### src/rtl/sdi_trs_decoder.sv
// BT.656 timing-reference detector for the SDI-to-MIPI bridge front end.
// Regenerates H/V/F/DE flags aligned with a 4-cycle delayed byte stream and tracks line-length lock.
module sdi_trs_decoder #(
  parameter int unsigned LOCK_LINES = 4
) (
  input  logic       sys_clk,
  input  logic       n_rst,
  input  logic [7:0] data_i,
  output logic [7:0] data_o,
  output logic       hsync_o,
  output logic       vsync_o,
  output logic       field_o,
  output logic       de_o,
  output logic       trs_err_o,
  output logic       locked_o
);

  localparam logic [3:0] LOCK_TARGET = 4'(LOCK_LINES);

  typedef enum logic [1:0] {
    HUNT,
    CHECK,
    LOCKED
  } lock_state_t;

  logic [7:0]  h2, h1, h0;
  logic        xy_f, xy_v, xy_h;
  logic        xy_ok;
  logic        trs_hit, eav_hit, sav_hit, err_hit;

  logic [3:0]  sav_pend;
  logic [3:0]  sav_vb;

  logic [15:0] line_cnt;
  logic [15:0] ref_len;
  logic        line_sat;
  logic        len_mismatch;

  lock_state_t state;
  logic [3:0]  good;
  logic [3:0]  good_inc;
  logic        has_ref;

  // ---------------------------------------------------------------------------
  // TRS detection: FF 00 00 in history plus a current byte with bit 7 set.
  // ---------------------------------------------------------------------------
  assign xy_f = data_i[6];
  assign xy_v = data_i[5];
  assign xy_h = data_i[4];

  assign xy_ok = (data_i[3] == (xy_v ^ xy_h)) &&
                 (data_i[2] == (xy_f ^ xy_h)) &&
                 (data_i[1] == (xy_f ^ xy_v)) &&
                 (data_i[0] == (xy_f ^ xy_v ^ xy_h));

  assign trs_hit = (h2 == 8'hFF) && (h1 == 8'h00) && (h0 == 8'h00) && data_i[7];
  assign eav_hit = trs_hit && xy_ok && xy_h;
  assign sav_hit = trs_hit && xy_ok && !xy_h;
  assign err_hit = trs_hit && !xy_ok;

  // History doubles as the first three stages of the data_o delay line.
  // NOTE: sequential state uses non-blocking assignments so every stage samples
  // the pre-edge value of its neighbour regardless of statement order.
  always_ff @(posedge sys_clk or negedge n_rst) begin
    if (!n_rst) begin
      h0     <= 8'h00;
      h1     <= 8'h00;
      h2     <= 8'h00;
      data_o <= 8'h00;
    end else begin
      h0     <= data_i;
      h1     <= h0;
      h2     <= h1;
      data_o <= h2;
    end
  end

  // ---------------------------------------------------------------------------
  // Flag regeneration. An EAV's FF byte reaches data_o one cycle after its XY,
  // so EAV flags update immediately; a SAV's first active byte trails its XY by
  // five cycles, so the SAV event is carried through a 4-deep delay.
  // ---------------------------------------------------------------------------
  always_ff @(posedge sys_clk or negedge n_rst) begin
    if (!n_rst) begin
      sav_pend <= 4'b0000;
      sav_vb   <= 4'b0000;
    end else begin
      sav_pend <= {sav_pend[2:0], sav_hit};
      sav_vb   <= {sav_vb[2:0], xy_v};
    end
  end

  always_ff @(posedge sys_clk or negedge n_rst) begin
    if (!n_rst) begin
      hsync_o   <= 1'b0;
      vsync_o   <= 1'b0;
      field_o   <= 1'b0;
      de_o      <= 1'b0;
      trs_err_o <= 1'b0;
    end else begin
      trs_err_o <= err_hit;
      if (eav_hit) begin
        hsync_o <= 1'b1;
        de_o    <= 1'b0;
        vsync_o <= xy_v;
        field_o <= xy_f;
      end else if (sav_pend[3]) begin
        hsync_o <= 1'b0;
        de_o    <= ~sav_vb[3];
      end
    end
  end

  // ---------------------------------------------------------------------------
  // Line-length measurement: restarts at 1 on each EAV XY, so an EAV-to-EAV
  // distance of L bytes reads L at the next EAV. A saturated count never matches.
  // ---------------------------------------------------------------------------
  assign line_sat     = (line_cnt == 16'hFFFF);
  assign len_mismatch = line_sat || (line_cnt != ref_len);
  assign good_inc     = good + 4'd1;

  always_ff @(posedge sys_clk or negedge n_rst) begin
    if (!n_rst) begin
      line_cnt <= 16'h0000;
    end else if (eav_hit) begin
      line_cnt <= 16'h0001;
    end else if (!line_sat) begin
      line_cnt <= line_cnt + 16'h0001;
    end
  end

  // Lock FSM; a protection error overrides any EAV decision in the same cycle.
  always_ff @(posedge sys_clk or negedge n_rst) begin
    if (!n_rst) begin
      state    <= HUNT;
      good     <= 4'd0;
      ref_len  <= 16'h0000;
      has_ref  <= 1'b0;
      locked_o <= 1'b0;
    end else if (err_hit) begin
      state    <= HUNT;
      locked_o <= 1'b0;
    end else if (eav_hit) begin
      case (state)
        HUNT: begin
          state    <= CHECK;
          good     <= 4'd0;
          has_ref  <= 1'b0;
          locked_o <= 1'b0;
        end
        CHECK: begin
          if (!has_ref || len_mismatch) begin
            ref_len <= line_cnt;
            has_ref <= 1'b1;
            good    <= 4'd1;
            if (LOCK_TARGET == 4'd1) begin
              state    <= LOCKED;
              locked_o <= 1'b1;
            end
          end else begin
            good <= good_inc;
            if (good_inc == LOCK_TARGET) begin
              state    <= LOCKED;
              locked_o <= 1'b1;
            end
          end
        end
        LOCKED: begin
          if (len_mismatch) begin
            state    <= HUNT;
            locked_o <= 1'b0;
          end
        end
        default: begin
          state    <= HUNT;
          locked_o <= 1'b0;
        end
      endcase
    end
  end

endmodule
### config.mk
export PLATFORM = sky130hd
export DESIGN_NAME = sdi_trs_decoder
export DESIGN_NICKNAME = d
export VERILOG_FILES = /design/src/rtl/sdi_trs_decoder.sv
export SDC_FILE = /design/constraint.sdc
export NUM_CORES = 1
export LEC_CHECK = 0
export ABC_AREA = 1
export BUFFER_PORTS_ARGS = -buffer_cell sky130_fd_sc_hd__buf_4
export CORE_MARGIN = 3
export CORE_UTILIZATION = 40
export CTS_CLUSTER_SIZE = 28
export DETAILED_ROUTE_END_ITERATION = 8
export PLACE_DENSITY = 0.56
export SLEW_MARGIN = 20
export SYNTH_ARGS = -nofsm -noshare
export SYNTH_HDL_FRONTEND = slang
export SYNTH_SLANG_ARGS = --single-unit
### constraint.sdc
create_clock -name sys_clk -period 3.8 [get_ports sys_clk]
set_clock_uncertainty 0.1 [all_clocks]
set_input_delay 0.57 -clock sys_clk [delete_from_list [all_inputs] [get_ports sys_clk]]
set_output_delay 0.57 -clock sys_clk [all_outputs]
set_load 0.03 [all_outputs]
After elaboration in Yosys (flattened, before gate mapping) --
Index checks and enable logic that the tools add are counted.
Word-level totals: register bits after elaboration 85, bits of input ports 10, output and inout port bits 14, word-level logic and storage cells 87
Operators by class: add/subtract/negate cells 2, eq/ne operators 15, multiplexer cells 22, bitwise operators 6, reductions and logical operators 25
Operators with widths (number):
- $mux W16 | 2
- $add A16 B1 Y16 const B | 1
- $eq A16 B16 Y1 const B | 1
- $logic_not A8 Y1 | 2
- $ne A16 B16 Y1 | 1
- $reduce_and A4 Y1 | 3
- $logic_and A1 B1 Y1 | 10
- $mux W1 | 10
- $mux W2 | 5
- $ne A3 B3 Y1 const B | 3
- $eq A8 B8 Y1 const B | 1
- $pmux W4 S2 | 1
- $pmux W2 S3 | 1
- $reduce_bool A2 Y1 | 3
- $add A4 B1 Y4 const B | 1
- $eq A1 B1 Y1 | 4
- $eq A4 B3 Y1 const B | 1
- $mux W4 | 1
- $ne A2 B2 Y1 const B | 2
- $pmux W1 S2 | 2
- $xor A1 B1 Y1 | 4
- $logic_not A1 Y1 | 3
- $reduce_and A3 Y1 | 1
- $eq A2 B1 Y1 const B | 1
- other kinds (4) | 6

Depth between registers and ports, before layout --
word-level depth 9, mapped depth 15, depth with buffers taken out 14

Least setup slack after synthesis --
OpenSTA, ideal clock, no wires.
path type input -> register, start point input data_i[4], end point register ref_len[9], setup time 74 ps, arrival time 1832 ps, required time 3626 ps, path slack 1794 ps, stages on the path 14, buffers on the path 2, path through buf_4 -> inv_2 -> nand2_1 -> nand2_1 -> nand2_1 -> nand2_1 -> nor2_2 -> nand3_2 -> nor2_2 -> nand2_2 -> nor2_8 -> buf_6 -> nand2_1 -> o21ai_2
Between the ends: word-level cells in the longest chain between the ends 9, elaborated cells between the ends (all ways) 15, those cells by class eq/ne: 3; bitwise: 4; reduce/logical: 8
Ends and longest elaborated chain:
- from (decl) | line 8 | input logic [7:0] data_i,
- $xor A1 B1 Y1, on equally long branches | line 51, 52
- $eq A1 B1 Y1, on equally long branches | line 51, 52
- $logic_and A1 B1 Y1 | line 51 | assign xy_ok = (data_i[3] == (xy_v ^ xy_h)) &&
- $logic_and A1 B1 Y1 | line 52 | (data_i[2] == (xy_f ^ xy_h)) &&
- $logic_and A1 B1 Y1 | line 53 | (data_i[1] == (xy_f ^ xy_v)) &&
- $logic_not A1 Y1 | line 59 | assign err_hit = trs_hit && !xy_ok;
- $logic_and A1 B1 Y1 | line 59
- $not A1 Y1 (no source line)
- $reduce_and A4 Y1 (no source line) (*)
- to (signal assigned) | line 153 | ref_len <= line_cnt;
- to (decl) | line 35 | logic [15:0] ref_len;
Every way passes the cells marked *; elsewhere a longest branch is shown, timed or not. A chain may end at the register's enable or synchronous reset.

Worst setup path after layout --
start point register h1[7], end point register good[2]
Between the ends: word-level cells in the longest chain between the ends 7, elaborated cells between the ends (all ways) 9, those cells by class bitwise: 1; reduce/logical: 8
Ends and longest elaborated chain:
- from (decl) | line 26 | logic [7:0] h2, h1, h0;
- from (signal assigned) | line 67 | h1 <= 8'h00;
- from (signal assigned) | line 72 | h1 <= h0;
- $logic_not A8 Y1 (*) | line 56 | assign trs_hit = (h2 == 8'hFF) && (h1 == 8'h00) && (h0 == 8'h00) && data_i[7];
- $logic_and A1 B1 Y1 (*) (3 in series) | line 56
- $logic_and A1 B1 Y1, on equally long branches | line 57, 59
- $logic_and A1 B1 Y1 / $not A1 Y1 (equally long branches)
- $reduce_and A3 Y1 (no source line) (*)
- to (signal assigned) | line 161 | good <= good_inc;
- to (decl) | line 40 | logic [3:0] good;
Marked as above.

==> metrics.md <==
| Metric | Value |
|---|---|
| Status | completed |
| Max Root-Sink Buffers | 2 |
| Starting Density | 0.413 |
| Minimum clock period | 2.38 ns |
| Gpl congestion | 0.840 |
| # IOs | 24 |
| Worst Path Arrival | 2.55 ns |
| Mean routed wirelength per cell | 12.3 um |
| Pwr Density | 372 nW/um^2 |
| CTS Hold Bufs | 0 |
| First-pass GRT wire length | 13.2 mm |
| HP Class | input pin to asynchronous set/reset pin |
| TritonCTS clock tree | done |
| Root Driver | clkbuf_8 |
| Area growth from synthesis to layout | 12.7% |
| Crit-path max cell delay | 0.60 ns |
| Switching share of total power | 0.245 |
| Combinational share of power | 0.041 |
| Die area | 10700 um^2 |
| Int Power | 1.21 mW |
| Crit path top cell by count | nor2_1 |
| H-Tree Depth | 3 |
| I/O Buffers | 23 |
| Power share of the clock group | 0.410 |
| Reg2reg setup slack | 1.42 ns |
| Final WS setup | 1.42 ns |
| CP endpoint kind | flop |
| Detailed-route via count | 2887 |
| Worst setup startpoint | h1[7] |
| CP max FO | 17 |
| Skew-Pair Late Insertion Delay | 0.34 ns |
| Clock sinks | 80 |
| Core ar. | 9240 um^2 |
| Cts repair resizes | 0 |
| Routed vias/inst | 4.64 |
| Pre-CTS setup slack | 1.10 ns |
| R2r worst-path depth | 9 |
| Synth Net Count | 475 |
| Cts bufs inserted | 9 |
| Detailed router's first-iteration violation count | 110 |
| NetSw | 392 uW |
| Hpwl dp | 5.52 mm |
| Sequential area share after synthesis | 0.525 |
| Worst reg2reg path endpoint | good[2] |
| Max Slew Vio Count | 0 |
| CP Cell Sequence | nor2_1, nand2_1, nor2_1, nand2_1, nor2_2, nand3_1, nor2_1, nand3_1, o21ai_0 |
| Routed WL | 7.66 mm |
| Diode count | 0 |
| Count of cell types in the netlist | 35 |
| Unrepaired setup endpoints after global routing | false |
| CP bufs+invs | 0 |
| Worst-path clk slew | 0.09 ns |
| Fmax | 420 MHz |
| DRC errors left | 0 |
| Cell family with most CP delay | simple AND/OR/NAND/NOR gates |
| CP startpoint kind | flop |
| Fin crit share | 0.627 |
| Slowest stage cell, crit path | nand3_1 |
| P_leak | 2.15 nW |
| VDD IR max | 0.000218 V |
| Post-CTS setup buffer count | 0 |
| Layout cell share with drive strength beyond 1 | 0.120 |
| Initial antenna violation count | 0 |
| GRT Total Usage | 0.149 |
| Worst Path Required | 3.97 ns |
| Mapped Cells | 463 |
| Die height | 104 um |
| Mean post-synth cell area | 8.24 um^2 |
| Vias in the first global route | 2764 |
| # Max-Cap Violations | 0 |
| DRT antenna net count | 0 |
| Final hold vios | 0 |
| Final #Nets | 500 |
| Overall power | 1.60 mW |
| DIE WIDTH | 104 um |
| Sequential power share | 0.550 |
| Site Rows | 35 |
| Crit Path Class | flop to flop |
| Reg2Reg Launch Point | h1[7] |
| #FFs+latches synth | 80 |
| Total gr overflow | 0 |
| Post-Syn Area | 3810 um^2 |
| Setup TNS | 0 ns |
| Drt pass-1 iters | 4 |
| Actual slew at the worst max-slew pin | 0.790 ns |
| Synth Warn # | 0 |
| # setup viols final | 0 |
| Slew margin rel. | 0.472 |
| Largest net degree at the start of global routing | 81 |
[stage by stage]
step / instances / hold slack [ns] / utilization / instance area, um^2
global route: 622 / 0.198 / 0.465 / 4300
CTS: 622 / 0.228 / 0.465 / 4300
global placement: 606 / 0.233 / 0.442 / 4090
detailed placement: 606 / 0.239 / 0.442 / 4090
floorplan: 463 / 0.174 / - / 3810
finish: 622 / 0.146 / 0.465 / 4300
[routing by layer]
layer / routed length, um / vias up / global-route usage
met5: 0 / - / 0
met4: 83 / 0 / 0.0427
met3: 229 / 6 / 0.0336
met2: 3630 / 41 / 0.238
met1: 3710 / 1348 / 0.206
li1: - / 1492 / -
[cell type report]
| cell class | instances | area, um^2 |
|---|---|---|
| Multi-Input combinational cell | 311 | 1510 |
| Clock buffer | 9 | 124 |
| Timing Repair Buffer | 23 | 176 |
| Tap cell | 129 | 161 |
| Sequential cell | 80 | 2000 |
| Fill cell | 925 | 4940 |
| Clock inverter | 7 | 87.6 |
| Inverter | 63 | 236 |
[worst max-delay path by stage]
stage	endpoint	cells past startpoint
2_1_floorplan	ref_len[9]	14
3_3_place_gp	good[2]	13
3_5_place_dp	good[2]	13
4_1_cts	good[2]	9
5_1_grt	good[2]	9
6_report	good[2]	9
[flip-flops by register name, summed over array words and instances (netlist names)]
register	cells
data_o	8
de_o	1
field_o	1
good	4
h0	7
h1	7
h2	7
has_ref	1
hsync_o	1
line_cnt	16
locked_o	1
ref_len	16
sav_pend	4
sav_vb	3
state	1
trs_err_o	1
vsync_o	1
[power by group through the flow]
stage	combinational [mW]	clock, mW	sequential, mW
final	0.0654	0.655	0.879
after global routing	0.0750	0.719	0.881
after CTS	0.0674	0.681	0.879
after detailed placement	0.0673	0	0.896
after global placement	0.0663	0	0.896
after floorplan	0.0209	0	0.902
[cells by family (layout without fill, tap and decap cells)]
| kind of cell | Yosys count | count (layout) | synth area share |
|---|---|---|---|
| XOR/XNOR | 17 | 17 | 0.0390 |
| flip-flops | 80 | 80 | 0.525 |
| buffers and inverters | 72 | 102 | 0.0787 |
| AND/OR/NAND/NOR | 255 | 255 | 0.292 |
| adder cells (fa/ha/maj) | 2 | 2 | 0.00656 |
| AO/OA/AOI/OAI | 37 | 37 | 0.0587 |
[cells in the final DEF (no fill, tap or decap)]
cell,synthesis,final
a211oi_1,1,1
o21ai_0,9,9
inv_1,60,60
nand3_2,1,1
o211ai_1,3,3
nand4_1,6,6
inv_6,0,1
nand3b_1,2,2
o21bai_1,3,3
clkbuf_8,0,9
xnor2_1,9,9
nor2_4,3,3
xor2_1,8,8
nor2_2,3,3
inv_2,3,3
nor4b_1,1,1
nand2_2,3,3
o21ai_1,8,8
and3_1,1,1
inv_8,0,2
nand3_1,22,22
nor4_1,4,4
buf_4,1,22
nor3b_1,1,1
nand2_1,151,151
clkinv_4,0,3
nand3_4,1,1
nor2_8,1,1
a21oi_1,7,7
buf_6,1,1
nor3_1,10,10
nor2_1,45,45
dfrtp_1,80,80
bufinv_16,0,1
o21a_1,1,1
o21ai_2,5,5
ha_1,2,2
[synthesized netlist by cell type (all sizes together)]
library cell  count  share of area
and3              1         0.0016
o21a              1         0.0020
clkbuf            2         0.0026
xor2              8          0.018
xnor2             9          0.021
nor3b             1         0.0020
dfrtp            80           0.52
nand4             6         0.0098
ha                2         0.0066
nor4              4         0.0066
a211oi            1         0.0020
buf               7          0.014
nand3b            2         0.0039
nor3             10          0.013
nand2           154           0.15
o21ai            22          0.034
inv              63          0.062
nand3            24          0.036
a21oi             7         0.0092
o211ai            3         0.0059
nor4b             1         0.0023
o21bai            3         0.0059
nor2             52          0.063
Power figures use the tool's default switching activity.
